**src/rtl/clksel_initiator_pkg.sv**
```systemverilog
// clksel_initiator_pkg: shared state encoding and clock-select constants for the
// clock-select initiator.
`default_nettype none

package clksel_initiator_pkg;

  typedef enum logic [1:0] {
    IDLE   = 2'd0,
    REQ    = 2'd1,
    SETTLE = 2'd2
  } clksel_state_t;

  localparam logic CLKSEL_CLK1 = 1'b0;
  localparam logic CLKSEL_CLK2 = 1'b1;

endpackage

`default_nettype wire

```
**src/rtl/clksel_down_ctr.sv**
```systemverilog
// clksel_down_ctr: loadable down counter with zero flag; saturates at zero.
`default_nettype none

module clksel_down_ctr #(
  parameter int WIDTH = 4
) (
  input  logic             clk,
  input  logic             rst_i,
  input  logic             load_i,
  input  logic [WIDTH-1:0] load_val_i,
  input  logic             dec_i,
  output logic             zero_o
);

  logic [WIDTH-1:0] cnt_q;

  always_ff @(posedge clk or posedge rst_i) begin
    if (rst_i) begin
      cnt_q <= '0;
    end else if (load_i) begin
      cnt_q <= load_val_i;
    end else if (dec_i && (cnt_q != '0)) begin
      cnt_q <= cnt_q - 1'b1;
    end
  end

  assign zero_o = (cnt_q == '0);

endmodule

`default_nettype wire

```
**src/rtl/clksel_initiator.sv**
```systemverilog
// clksel_initiator: forwards non-redundant clock-select commands to the switcher
// over val/rdy, then holds off for a settle window. Macro: CLKSEL_INITIATOR_TIMEOUT_EN.
`default_nettype none

module clksel_initiator
  import clksel_initiator_pkg::*;
#(
  parameter int p_settle    = 4,
  parameter int p_timeout   = 16,
  parameter int p_cnt_width = 8
) (
  input  logic                   clk,
  input  logic                   reset,
  input  logic                   cmd_val,
  output logic                   cmd_rdy,
  input  logic                   cmd_msg,
  output logic                   clksel_val,
  input  logic                   clksel_rdy,
  output logic                   clksel_msg,
  output logic                   sel_cur,
  output logic                   busy,
  output logic [p_cnt_width-1:0] nswitch,
  output logic                   err
);

  localparam int SETTLE_W = (p_settle > 1) ? $clog2(p_settle) : 1;

  if (p_settle < 1 || p_timeout < 1 || p_cnt_width < 1) begin : g_bad_param
    $error("clksel_initiator: p_settle, p_timeout and p_cnt_width must be >= 1");
  end

  clksel_state_t          state_q, state_d;
  logic                   sel_cur_q, sel_cur_d;
  logic                   msg_q, msg_d;
  logic                   val_q, val_d;
  logic                   busy_q, busy_d;
  logic [p_cnt_width-1:0] nswitch_q, nswitch_d;

  logic cmd_xfer;
  logic clksel_xfer;
  logic settle_load;
  logic settle_dec;
  logic settle_zero;

  // cmd_rdy depends only on registered state (and reset), never on clksel_rdy.
  assign cmd_rdy     = (state_q == IDLE) && !reset;
  assign cmd_xfer    = cmd_val && cmd_rdy;
  assign clksel_xfer = val_q && clksel_rdy;

  clksel_down_ctr #(
    .WIDTH(SETTLE_W)
  ) u_settle_ctr (
    .clk       (clk),
    .rst_i     (reset),
    .load_i    (settle_load),
    .load_val_i(SETTLE_W'(p_settle - 1)),
    .dec_i     (settle_dec),
    .zero_o    (settle_zero)
  );

`ifdef CLKSEL_INITIATOR_TIMEOUT_EN
  localparam int TMO_W = (p_timeout > 1) ? $clog2(p_timeout) : 1;

  logic tmo_load;
  logic tmo_dec;
  logic tmo_zero;
  logic err_q, err_d;

  clksel_down_ctr #(
    .WIDTH(TMO_W)
  ) u_tmo_ctr (
    .clk       (clk),
    .rst_i     (reset),
    .load_i    (tmo_load),
    .load_val_i(TMO_W'(p_timeout - 1)),
    .dec_i     (tmo_dec),
    .zero_o    (tmo_zero)
  );

  always_ff @(posedge clk or posedge reset) begin
    if (reset) begin
      err_q <= 1'b0;
    end else begin
      err_q <= err_d;
    end
  end

  assign err = err_q;
`else
  assign err = 1'b0;
`endif

  always_comb begin
    state_d     = state_q;
    sel_cur_d   = sel_cur_q;
    msg_d       = msg_q;
    nswitch_d   = nswitch_q;
    settle_load = 1'b0;
    settle_dec  = 1'b0;
`ifdef CLKSEL_INITIATOR_TIMEOUT_EN
    tmo_load    = 1'b0;
    tmo_dec     = 1'b0;
    err_d       = err_q;
`endif

    case (state_q)
      IDLE: begin
        // Redundant commands are consumed here without leaving IDLE.
        if (cmd_xfer && (cmd_msg != sel_cur_q)) begin
          msg_d   = cmd_msg;
          state_d = REQ;
`ifdef CLKSEL_INITIATOR_TIMEOUT_EN
          tmo_load = 1'b1;
`endif
        end
      end
      REQ: begin
        if (clksel_xfer) begin
          sel_cur_d   = msg_q;
          nswitch_d   = nswitch_q + p_cnt_width'(1);
          settle_load = 1'b1;
          state_d     = SETTLE;
        end
`ifdef CLKSEL_INITIATOR_TIMEOUT_EN
        else if (tmo_zero) begin
          err_d   = 1'b1;
          state_d = IDLE;
        end else begin
          tmo_dec = 1'b1;
        end
`endif
      end
      SETTLE: begin
        if (settle_zero) begin
          state_d = IDLE;
        end else begin
          settle_dec = 1'b1;
        end
      end
      default: state_d = IDLE;
    endcase

    val_d  = (state_d == REQ);
    busy_d = (state_d != IDLE);
  end

  always_ff @(posedge clk or posedge reset) begin
    if (reset) begin
      state_q   <= IDLE;
      sel_cur_q <= CLKSEL_CLK1;
      msg_q     <= CLKSEL_CLK1;
      val_q     <= 1'b0;
      busy_q    <= 1'b0;
      nswitch_q <= '0;
    end else begin
      state_q   <= state_d;
      sel_cur_q <= sel_cur_d;
      msg_q     <= msg_d;
      val_q     <= val_d;
      busy_q    <= busy_d;
      nswitch_q <= nswitch_d;
    end
  end

  assign clksel_val = val_q;
  assign clksel_msg = msg_q;
  assign sel_cur    = sel_cur_q;
  assign busy       = busy_q;
  assign nswitch    = nswitch_q;

endmodule

`default_nettype wire
```
**config.mk**
```make
export PLATFORM = sky130hd
export DESIGN_NAME = clksel_initiator
export DESIGN_NICKNAME = d
export VERILOG_FILES = /design/src/rtl/clksel_initiator_pkg.sv /design/src/rtl/clksel_down_ctr.sv /design/src/rtl/clksel_initiator.sv
export SDC_FILE = /design/constraint.sdc
export NUM_CORES = 1
export LEC_CHECK = 0
export ABC_AREA = 1
export BUFFER_PORTS_ARGS = -buffer_cell sky130_fd_sc_hd__buf_2
export CAP_MARGIN = 20
export CORE_ASPECT_RATIO = 1.4
export CORE_UTILIZATION = 41
export CTS_CLUSTER_DIAMETER = 60
export DETAILED_ROUTE_END_ITERATION = 10
export GPL_TIMING_DRIVEN = 0
export PLACE_DENSITY = 0.65
export SYNTH_ARGS = -nofsm -noshare
export SYNTH_HDL_FRONTEND = slang
export SYNTH_SLANG_ARGS = --single-unit
export TNS_END_PERCENT = 100
```
**constraint.sdc**
```tcl
create_clock -name clk -period 1.1 [get_ports clk]
set_input_delay 0.055 -clock clk [delete_from_list [all_inputs] [get_ports clk]]
set_output_delay 0.055 -clock clk [all_outputs]
set_load 0.03 [all_outputs]
```
# Yosys cells after proc, flatten, opt, wreduce, memory -nomap -nowiden
# Cells that the tools add are included.
# Widths: inputs -> output; s select.
[classes]
n_mux = 10
n_reduce_logical = 13
n_eq_ne = 4
addsub = 2
[op_table]
columns = ["op", "count"]
rows = [
  ["$mux 2", 5],
  ["$add 8x1->8 const B", 1],
  ["$pmux 2 s3", 1],
  ["$reduce_bool 2->1", 3],
  ["$logic_and 1x1->1", 5],
  ["$eq 2x1->1 const B", 2],
  ["$logic_not 2->1", 2],
  ["$mux 1", 4],
  ["$reduce_and 2->1", 2],
  ["$eq 2x2->1 const B", 1],
  ["$sub 2x1->2 const B", 1],
  ["$logic_not 1->1", 1],
  ["$ne 1x1->1", 1],
]
[word_totals]
elab_cells = 36
regBits = 16
inputBits = 5
output_inout_bits = 14

# Logic depth before layout (Yosys ltp)
# Gate-level depths: netlist of the first run.
[logic_depth]
ltp_word = 7
ltp_mapped = 8
depth_no_buf = 8

# Modules after synthesis
# From an unflattened synthesis of the first run, not the netlist that was laid out.
[hier_totals]
cells_unflattened = 104
area_unflattened_um2 = 812.0
[by_module_without_submodules]
columns = ["mod", "area_per_inst_um2", "cells_each", "seq_area_each_um2", "instances"]
rows = [
  ["clksel_initiator", 680.7, 84, 350.3, 1],
  ["clksel_down_ctr", 131.4, 20, 50.0, 1],
]

# Worst setup path after synthesis of the first run
# OpenSTA, ideal clock, no wires.
[synth_path]
path_kind = "register -> register"
startpoint = "register state_q[0]"
endpoint = "register msg_q, in the netlist clksel_msg"
path_stages_with_launch = 5
required_time_ns = 0.979
period_less_slack_ns = 1.364
setup_slack_ns = -0.264
t_arrival_ns = 1.243
setup_time_ns = 0.121
path_cell_list = "dfrtp_1 -> nor3_2 -> nand3_2 -> nand2_1 -> o21ai_1"
[synth_via]
elab_chain_cells = 5
[synth_lines]
columns = ["element", "line", "rtl"]
rows = [
  ["start: declaration", "clksel_initiator.sv:32", "clksel_state_t state_q, state_d;"],
  ["start signal: assignment", "clksel_initiator.sv:156", "state_q <= state_d;"],
  ["$logic_not 2->1", "clksel_initiator.sv:46", "assign cmd_rdy = (state_q == IDLE) && !reset;"],
  ["$logic_and 1x1->1", "clksel_initiator.sv:46", ""],
  ["net cmd_rdy", "clksel_initiator.sv:15", "output logic cmd_rdy,"],
  ["$logic_and 1x1->1", "clksel_initiator.sv:47", "assign cmd_xfer = cmd_val && cmd_rdy;"],
  ["$logic_and 1x1->1", "clksel_initiator.sv:109", "if (cmd_xfer && (cmd_msg != sel_cur_q)) begin"],
  ["$reduce_and 2->1 (no source line)", "n/a", ""],
  ["end signal: assignment", "clksel_initiator.sv:158", "msg_q <= msg_d;"],
  ["end: declaration", "clksel_initiator.sv:34", "logic msg_q, msg_d;"],
]
# The timed path passes the listed nets, and every way through them passes these cells.
# A chain may end at the register's enable or synchronous reset.

# Final worst setup path of the first run
[layout_path]
startpoint = "register state_q[1]"
endpoint = "register nswitch_q[5], in the netlist nswitch[5]"
[layout_via]
elab_chain_cells = 2
[layout_lines]
columns = ["element", "line", "rtl"]
rows = [
  ["$eq 2x1->1", "clksel_initiator.sv:106", "case (state_q)"],
  ["$reduce_and 2->1 (no source line)", "n/a", ""],
  ["end signal: assignment", "clksel_initiator.sv:161", "nswitch_q <= nswitch_d;"],
  ["end: declaration", "clksel_initiator.sv:37", "logic [p_cnt_width-1:0] nswitch_q, nswitch_d;"],
]
# No other way between the ends.

==> results.md, run 1 <==
- Root Driver: clkbuf_4
- Worst slew pin tran: just over 0.6 ns
- DR WL/cell: ~11 um
- Clock buffer depth: 2
- Routed Antenna Nets: 0
- Syn Inst Count: 96
- Die area: 2190 um^2
- Min setup slack post-route: -0.0658 ns
- Worst EP required: roughly 1.3 ns
- Number of global-route vias before repair: 588
- Post-Syn Area per Cell: between 8 and 9 um^2
- GRT Overall Usage: between 10% and 20%
- Most frequent CP cell: nand2_4
- RSZ-0062 raised after global routing: yes
- EDFF count, synth: 0
- Total power: 2610 uW
- Die X: 39.9 um
- Most common cell in the netlist: nand2_1
- Slew headroom: between 50% and 60%
- I/O Buffers: 17
- Worst-skew pair later-pin latency: 0.28 ns
- Leakage: 0.000624 uW
- Num ports: 19
- Sequential fraction of the synthesis area: between 40% and 50%
- Yosys top cell area share: 48.6%
- CTS tree: yes
- Total clock sinks: 16
- TritonCTS Buffers: 3
- Starting Density: 45.1%
- Die Span Y: 55.0 um
- Routability congestion estimate: slightly above 0.7
- Row count: 18
- Status: finished, violations left
- Post-synthesis instance area: 823 um^2
- Slowest cell on the critical path: dfrtp_2
- Final wirelength: 1.61 mm
- Worst VDD drop: ~1.3 mV
- Dominant synthesized flop cell: dfrtp_1
- Pre-Repair DR Iteration Count: 3
- Worst reg-to-reg path cell count: 6
- Vias/cell: 4.67
- Top cells by area in the synthesized netlist: dfrtp_1 (49%), nand2_1 (13%), inv_1 (7.8%)
- HP Class: in2reg
- Clk pwr share: 14.7%
- Netlist cell types: 24
- Power Density: 2330 nW/um^2
- Final Critical Period: 1.17 ns
- Worst-path fanout max: 7
- Syn. warnings: 0
- Antenna cells: 0
- Crit path largest cell delay: between 0.4 and 0.5 ns
- Reg power frac: 38.3%
- Final Cell Area: 1120 um^2
- Post-synthesis async set-or-reset flop share: 100%
- WS Path Type: reg2reg
- Skew final: 0.00238 ns
- Grt ovf: 0
- DRC Markers: 0
- Failing checks: setup timing
- Area Growth Syn to Fin: 36.5%
- Final hold vios: 0
- DRT iter0 DRCs: 7
- Largest net degree at the start of global routing: 17
- Cell taking the most area after synthesis: dfrtp_1
- WP data arrival: 1.35 ns
- Worst hold path cell count: 3
- Syn nets: 103
- Nets: around 130
- Internal Power: 1480 uW
- Fraction of layout instances using a drive strength above 1: 48.0%
- Fin crit share: 106%
- First-pass GRT wire length: 2.49 mm
- Final Setup Violations: 8
- Max_cap viols: 0
- Power share of the combinational group: 47.0%
- Via count: 677
- Flip-flop and latch count after synthesis: 16
- Reg clk slew, reported paths: 0.09 ns
- Core footprint: about 1800 um^2
- Post-synth top cells: nand2_1 (29), inv_1 (17), dfrtp_1 (16)
- Sw Pwr: between 1000 and 1500 uW
- Crit path capture type: register
- Initial antenna violation count: 0
- CP startpoint kind: register
- H-tree Lvls: 1
- Max Clock Freq: 858 MHz
- DP Area: 965 um^2
- Fin. max-slew vios: 0
- Cell breakdown of the critical path: inv_2, nand2_4, nor2_8, nand2_4, o21ai_2, nand2_1
- Sw frac: a little over two fifths
- Post-DP HPWL: approximately 1.2 mm
-- routing by layer --
layer | GRT usage [%] | share of wire (%) | vias up
met4 | 6.90 | 0.68 | 0
met2 | 28.2 | 54 | 12
met3 | 3.60 | 2.5 | 2
li1 | - | - | 347
met1 | 21.1 | 42 | 316
met5 | 0 | 0 | -
-- worst max-delay path, delay by kind of cell (launching register included) --
| family | cells | cell delay (ns) |
|---|---|---|
| compound gates | 1 | 0.12 |
| simple gates | 4 | 0.42 |
| buf+inv | 1 | 0.08 |
| flops | 1 | 0.45 |
-- through the flow --
stage / TNS [ns] / hold WS (ns) / setup slack (ns) / instances / utilization (%)
6_report: -0.290 / 0.0254 / -0.0658 / 145 / 61.6
4_1_cts: -0.457 / 0.0188 / -0.0655 / 141 / 57.3
3_5_place_dp: -0.370 / 0.194 / -0.0714 / 133 / 52.9
2_1_floorplan: -0.0829 / -0.0317 / -0.0650 / 96 / -
5_1_grt: -1.26 / 0.0538 / -0.132 / 145 / 61.6
3_3_place_gp: -0.0479 / 0.185 / -0.0270 / 133 / 52.9
-- repair_timing --
item,4_1_cts,5_1_grt
hold buffers,1,0
gates resized for setup,6,18
pin swaps,3,4
endpoints found under the setup margin,12,15
setup buffers,3,4
endpoints found under the hold margin,16,0
-- registers in the layout, summed over array words and instances (netlist names) --
| name | flops |
|---|---|
| busy | 1 |
| clksel_val | 1 |
| nswitch | 8 |
| u_settle_ctr.cnt_q | 2 |
| sel_cur | 1 |
| clksel_msg | 1 |
| state_q | 2 |
-- layout by cell type, fill, tap and decap left out, drive strengths merged, types with 2 or more instances in the layout --
| cell | n |
|---|---|
| clkbuf | 4 |
| inv | 18 |
| xor2 | 2 |
| nand4 | 2 |
| buf | 25 |
| nand2 | 32 |
| o21ai | 6 |
| dfrtp | 16 |
| ha | 2 |
| nor3 | 2 |
| nor2 | 8 |
| nand3 | 2 |
-- area by class of cell --
cell class,count,area (um^2)
Multi-Input combinational cell,61,409
Sequential cell,16,410
Fill cell,163,701
Clock buffer,4,36.3
Buffer,1,7.51
Timing Repair Buffer,25,165
Tap cell,20,25.0
Inverter,18,70.1
-- path summary, 6_finish.rpt --
kind / slack (ns) / startpoint / endpoint
min reg2reg: 0.50 / u_settle_ctr.cnt_q[1] / u_settle_ctr.cnt_q[1]
max in group asynchronous: 0.25 / reset / nswitch[3]
min: 0.03 / cmd_msg / clksel_msg
max: -0.07 / state_q[1] / nswitch[5]
max reg2reg: -0.07 / state_q[1] / nswitch[5]
min in group asynchronous: 0.42 / reset / u_settle_ctr.cnt_q[0]
-- power by group through the flow --
| stage | logic [uW] | registers [uW] | clock network (uW) |
|---|---|---|---|
| 2_1_floorplan | 516 | 1230 | 0 |
| 3_3_place_gp | 983 | 993 | 0 |
| 3_5_place_dp | 1010 | 1010 | 0 |
| 4_1_cts | 1090 | 994 | 392 |
| 5_1_grt | 1350 | 1040 | 412 |
| 6_report | 1230 | 1000 | 384 |
-- logic make-up after synthesis --
kind of cell / Yosys count / share of synthesized area (%)
AND/OR/NAND/NOR: 47 / 30.4
buffers and inverters: 19 / 9.12
flip-flops: 16 / 48.6
AO/OA/AOI/OAI: 8 / 5.17
XOR/XNOR: 3 / 3.19
adder cells (fa/ha/maj): 2 / 3.04
other: 1 / 0.455
Power figures use the tool's default switching activity.
==> run 2: changes to the inputs <==
--- a/config.mk
+++ b/config.mk
@@ -13,7 +13,7 @@
 export CTS_CLUSTER_DIAMETER = 60
 export DETAILED_ROUTE_END_ITERATION = 10
 export GPL_TIMING_DRIVEN = 0
-export PLACE_DENSITY = 0.65
+export PLACE_DENSITY_LB_ADDON = 0.12
 export SYNTH_ARGS = -nofsm -noshare
 export SYNTH_HDL_FRONTEND = slang
 export SYNTH_SLANG_ARGS = --single-unit
==> run 2 against run 1 <==
The flow still finishes with violations (setup timing). Die area unchanged. Total power decreased by 1.4%. Maximum frequency increased by 1.5%. Final area decreased by 2.5%. Clock power about the same. Largest power group unchanged. Core utilization decreased by 1.5 points. Worst hold slack got worse by 0.00091 ns. Highest routed layer unchanged. Combinational power about the same. First-iteration DRC count increased by 29%. Setup slack improved by 0.017 ns.
==> results.md, run 2 (same netlist as run 1, synthesis figures left out) <==
- Status: finished, violations left
- Failing checks: setup timing
- Initial antenna violation count: 0 (unchanged)
- R2r setup slk: -0.05 ns (+0.02 ns)
- Nets: 132 (-0.75%)
- DR WL/cell: 11.0 um (-0.93%)
- Total power: 2580 uW (-1.4%)
- WP data arrival: 1.31 ns (-0.04 ns)
- Final Setup Violations: 6 (-2)
- Vias/cell: 4.74 (+1.6%)
- Max_cap viols: 0 (unchanged)
- Reg clk slew, reported paths: 0.09 ns (about the same)
- Slowest cell on the critical path: dfrtp_1
- Commonest non-fill, non-tap cell in the layout: nand2_1
- Max Clock Freq: 871 MHz (+1.5%)
- DRT iter0 DRCs: 9 (+2)
- Delay-heaviest family, CP: flip-flops
- Worst reg-to-reg path cell count: 4 (-2)
- Internal Power: 1450 uW (-1.9%)
- CP startpoint kind: register
- Commonest cells after routing, fill and taps aside: nand2_1 (27), buf_2 (16), inv_1 (13)
- HP Class: in2reg
- Post-DP HPWL: 1.17 mm (+0.26%)
- WS Path Type: reg2reg
- Final wirelength: 1.59 mm (-1.6%)
- Antenna cells: 0 (unchanged)
- Pre-CTS setup slack: -0.0605 ns (+0.0109 ns)
- Leakage: 0.000621 uW (-0.49%)
- Total clock sinks: 16 (unchanged)
- Fraction of layout instances using a drive strength above 1: 43.5% (-4.5 points)
- TritonCTS Buffers: 3 (unchanged)
- Power Density: 2350 nW/um^2 (+1.1%)
- CTS tree: yes
- Crit path capture type: register
- Worst EP required: 1.26 ns (-0.02 ns)
- GRT Overall Usage: 17.6% (+0.54 points)
- Sw frac: 43.9% (+0.31 points)
- Num ports: 19 (unchanged)
- Fin crit share: 104% (-1.6 points)
- Slew headroom: 59.8% (+0.56 points)
- Die Span Y: 55.0 um (unchanged)
- Cells after DPL: 133 (unchanged)
- First-pass GRT wire length: 2.51 mm (+0.84%)
- HP Start: cmd_msg
- Post-layout util: 60.1% (-1.5 points)
- RR Endpoint: u_settle_ctr.cnt_q[0]
- Min setup slack post-route: -0.0486 ns (+0.0171 ns)
- Final Critical Period: 1.15 ns (-0.0171 ns)
- Grt ovf: 0 (unchanged)
- Skew final: 0.00302 ns (+0.000644 ns)
- Clk pwr share: 14.8% (about the same)
- Hold Path End: clksel_msg
- Number of global-route vias before repair: 617 (+4.9%)
- Fin cells: 144 (-0.69%)
- Via count: 683 (+0.89%)
- Worst-path fanout max: 3 (-4)
- Largest net degree at the start of global routing: 17 (unchanged)
- I/O Buffers: 17 (unchanged)
- Routability congestion estimate: 0.738 (+2.2%)
- Fin. max-slew vios: 0 (unchanged)
- Worst hold path cell count: 3 (unchanged)
- Worst VDD drop: 1.24 mV (-1.4%)
- Core footprint: 1820 um^2 (unchanged)
- DP Area: 965 um^2 (unchanged)
- Final Cell Area: 1100 um^2 (-2.5%)
- Reg power frac: 38.1% (-0.2 points)
- Clock buffer depth: 2 (unchanged)
- Routed Antenna Nets: 0 (unchanged)
- H-tree Lvls: 1 (unchanged)
- Starting Density: 45.1% (unchanged)
- Die X: 39.9 um (unchanged)
- Worst-skew pair later-pin latency: 0.28 ns (about the same)
- Area Growth Syn to Fin: 33.1%
- Worst slew pin tran: 0.603 ns (-0.00845 ns)
- DRC Markers: 0 (unchanged)
- Die area: 2190 um^2 (unchanged)
- Crit path largest cell delay: 0.45 ns (about the same)
- Reg2reg start: state_q[0]
- RSZ-0062 raised after global routing: yes
- Row count: 18 (unchanged)
- Final hold vios: 0 (unchanged)
- Power share of the combinational group: 47.0% (about the same)
- Sw Pwr: 1130 uW (-0.69%)
- Cell breakdown of the critical path: nor2_1, nand2_4, a21oi_1, o21ai_0
- Max reg flops: 8 (unchanged)
- Root Driver: clkbuf_4
- Pre-Repair DR Iteration Count: 5 (+2)
- Worst Path Buf+Inv: 0 (-1)
run 2: cell count changes in the layout (fill, tap and decap cells not counted), sizes merged:
cell,change
buf,-1
run 2: area by class of cell:
class | count | area, um^2
clock buffer | 4 | 36.3
inverter | 18 | 70.1
fill | 174 | 728
tap | 20 | 25.0
sequential | 16 | 408
timing repair buffer | 24 | 154
buffer | 1 | 7.51
multi-input combinational | 61 | 395
run 2: worst max-delay path by stage:
stage | from | endpoint | slack (ns) | depth (start not counted)
final | state_q[0] | u_settle_ctr.cnt_q[0] | -0.05 | 4
after global routing | state_q[1] | u_settle_ctr.cnt_q[0] | -0.10 | 5
after CTS | state_q[1] | cmd_rdy | -0.06 | 2
after detailed placement | state_q[1] | nswitch[5] | -0.06 | 6
after global placement | state_q[1] | nswitch[4] | -0.03 | 6
after floorplan | state_q[1] | clksel_msg | -0.07 | 4
run 2: per-layer routing:
metal / share of wire [%] / wire [um] / GRT usage (%)
met1: 38 / 600 / 18.9
met4: 2.0 / 31 / 10.9
met5: 0 / 0 / 0
met3: 3.6 / 57 / 2.40
met2: 56 / 896 / 31.2
run 2: stage by stage:
stage	hold slack [ns]	setup TNS, ns
final	0.0245	-0.128
after global routing	0.0355	-0.956
after CTS	0.0198	-0.254
after detailed placement	0.190	-0.256
after global placement	0.187	-0.0654
after floorplan	-0.0317	-0.0829
run 2: timing repair:
action                                  in CTS  in global routing
endpoints found under the setup margin      11                 15
endpoints found under the hold margin       16                  0
pin swaps                                    5                  6
gates resized for setup                     11                  5
setup buffers                                3                  3
hold buffers                                 1                  0
run 2: worst register-to-register path: stages (launching register included):
cell,delay [ns]
dfrtp_1,0.45
nor2_1,0.21
nand2_4,0.09
a21oi_1,0.16
o21ai_0,0.11
run 2: power by group through the flow:
stage	Clock [uW]	Combinational [uW]	Sequential, uW
final	382	1210	983
after global routing	414	1340	1020
after CTS	399	1120	986
after detailed placement	0	1020	999
after global placement	0	985	993
after floorplan	0	516	1230
==> run 3: changes to the inputs <==
--- a/config.mk
+++ b/config.mk
@@ -10,7 +10,9 @@
 export CAP_MARGIN = 20
 export CORE_ASPECT_RATIO = 1.4
 export CORE_UTILIZATION = 41
+export CTS_BUF_LIST = sky130_fd_sc_hd__clkbuf_16
 export CTS_CLUSTER_DIAMETER = 60
+export CTS_CLUSTER_SIZE = 10
 export DETAILED_ROUTE_END_ITERATION = 10
 export GPL_TIMING_DRIVEN = 0
 export PLACE_DENSITY_LB_ADDON = 0.12
==> run 3 against run 2 <==
The run still ends with setup timing left. Setup slack worse by 0.0034 ns. Combinational power about the same. Core utilization is 1.9 points higher. Sequential share of layout area fell by 1.1 points. Total power is 13% higher. Clock skew shrank 0.00094 ns. Clock power up 87%. Critical path type unchanged. Highest routed layer unchanged.
==> results.md, run 3 (same netlist as run 1, synthesis figures left out) <==
- Routability congestion estimate: 0.738 (unchanged)
- TritonCTS Buffers: 3 (unchanged)
- Final Critical Period: 1.15 ns (+0.00341 ns)
- DRC Markers: 0 (unchanged)
- Status: finished, violations left
- Post-layout util: 61.9% (+1.9 points)
- Worst-path fanout max: 3 (unchanged)
- Crit path capture type: register
- Worst reg-to-reg path cell count: 7 (+3)
- Fraction of layout instances using a drive strength above 1: 42.4% (-1.1 points)
- Initial antenna violation count: 0 (unchanged)
- Total clock sinks: 16 (unchanged)
- HP Class: in2reg
- Worst slew pin tran: 0.613 ns (+0.0105 ns)
- Row count: 18 (unchanged)
- Final hold vios: 0 (unchanged)
- Power Density: 2570 nW/um^2 (+9.5%)
- Clock buffer depth: 2 (unchanged)
- Final Setup Violations: 3 (-3)
- Slew headroom: 59.1% (-0.70 points)
- Area Growth Syn to Fin: 37.2%
- Fillers: 164 (-5.7%)
- Die X: 39.9 um (unchanged)
- Nets: 133 (+0.76%)
- Failing checks: setup timing
- Commonest cells after routing, fill and taps aside: nand2_1 (27), buf_2 (16), inv_1 (14)
- Worst hold path cell count: 3 (unchanged)
- Vias/cell: 4.76 (+0.33%)
- M2 GR Usage: 32.5% (+1.3 points)
- Reg clk slew, reported paths: 0.05 ns (-0.04 ns)
- Worst VDD drop: 1.57 mV (+26%)
- GR met1 Demand/Resource: 19.4% (+0.52 points)
- DRT iter0 DRCs: 4 (-5)
- Number of global-route vias before repair: 624 (+1.1%)
- Routed Antenna Nets: 0 (unchanged)
- Via count: 690 (+1.0%)
- Grt ovf: 0 (unchanged)
- Largest net degree at the start of global routing: 17 (unchanged)
- Final Cell Area: 1130 um^2 (+3.1%)
- Core footprint: 1820 um^2 (unchanged)
- Fin cells: 145 (+0.69%)
- Starting Density: 45.1% (unchanged)
- Max Clock Freq: 868 MHz (-0.30%)
- I/O Buffers: 17 (unchanged)
- Antenna cells: 0 (unchanged)
- Fin. max-slew vios: 0 (unchanged)
- Multi-input logic area: 385 um^2 (-2.5%)
- Register area: 408 um^2 (unchanged)
- H-tree Lvls: 1 (unchanged)
- Pre-Repair DR Iteration Count: 5 (unchanged)
- GR Util met3: 3.60% (+1.2 points)
- Min setup slack post-route: -0.0520 ns (-0.00341 ns)
- Pre-CTS setup slack: -0.0605 ns (unchanged)
- CP startpoint kind: register
- DR WL/cell: 11.2 um (+1.6%)
- Die area: 2190 um^2 (unchanged)
- RSZ-0062 raised after global routing: yes
- CTS tree: yes
- First-pass GRT wire length: 2.62 mm (+4.1%)
- Worst EP required: 1.22 ns (-0.04 ns)
- WS Path Type: reg2reg
- DP Area: 965 um^2 (unchanged)
- Post-DP HPWL: 1.17 mm (unchanged)
- Num ports: 19 (unchanged)
- Final wirelength: 1.62 mm (+2.3%)
- Die Span Y: 55.0 um (unchanged)
- GR peak layer: met2
- Leakage: 0.000638 uW (+2.7%)
- WP data arrival: 1.27 ns (-0.04 ns)
- GRT Overall Usage: 19.1% (+1.5 points)
- Cells after DPL: 133 (unchanged)
- Worst-skew pair later-pin latency: 0.25 ns (-0.03 ns)
- Commonest non-fill, non-tap cell in the layout: nand2_1
- Max_cap viols: 0 (unchanged)
- Fin crit share: 105% (+0.31 points)
- Skew final: 0.00208 ns (-0.000941 ns)
- Max reg flops: 8 (unchanged)
- Root Driver: clkbuf_16
==> run 3: cell types whose count changed in the layout (fill, tap and decap cells not counted), sizes merged <==
cell | before | now
clkbuf | 4 | 3
clkinv | 0 | 1
buf | 24 | 25
==> run 3: report_power, final <==
part           internal (uW)  total, uW  switching, uW
Sequential               797        982            186
Combinational            462       1210            751
Clock                    483        714            231
==> run 3: worst paths after layout <==
kind / start / endpoint / slack (ns)
worst min-delay path: cmd_msg / clksel_msg / 0.07
worst max-delay path: u_settle_ctr.cnt_q[0] / busy / -0.05
min in group asynchronous: reset / nswitch[7] / 0.47
worst min register to register: u_settle_ctr.cnt_q[1] / u_settle_ctr.cnt_q[1] / 0.49
worst max register to register: u_settle_ctr.cnt_q[0] / busy / -0.05
max in group asynchronous: reset / nswitch[1] / 0.20
==> run 3: layout make-up <==
class | instances | area share [%]
clock buffer | 3 | 6.64
sequential | 16 | 36.1
timing repair buffer | 25 | 14.0
clock inverter | 1 | 0.332
inverter | 18 | 5.98
multi-input combinational | 61 | 34.1
buffer | 1 | 0.664
tap | 20 | 2.21
==> run 3: metrics by stage <==
stage	power (uW)	hold slack [ns]	setup TNS [ns]
after floorplan	1750	-0.0317	-0.0829
after global placement	1980	0.187	-0.0654
after detailed placement	2020	0.190	-0.256
after CTS	2880	0.0649	-0.199
after global routing	3100	0.0848	-0.779
final	2910	0.0660	-0.0719
==> run 3: repair_timing <==
item                       in CTS  in global routing
hold endpoints to repair       16                  0
buffers inserted                4                  3
pin swaps                       3                  3
gates resized for setup         9                  2
setup endpoints to repair      11                 15
hold buffers                    1                  0
==> run 3: worst max-delay path: stages (launching register included) <==
cell and delay [ns]:
dfrtp_1 0.39, inv_1 0.07, ha_2 0.17, inv_2 0.03
nand2_2 0.07, inv_2 0.06, nor2_2 0.11, o211ai_1 0.12
==> run 3: routing by layer <==
layer | wire length [um] | up-vias | share of wire [%]
met4 | 61 | 0 | 3.8
met1 | 621 | 317 | 38
met5 | 0 | - | 0
met2 | 877 | 17 | 54
li1 | - | 350 | -
met3 | 62 | 6 | 3.8
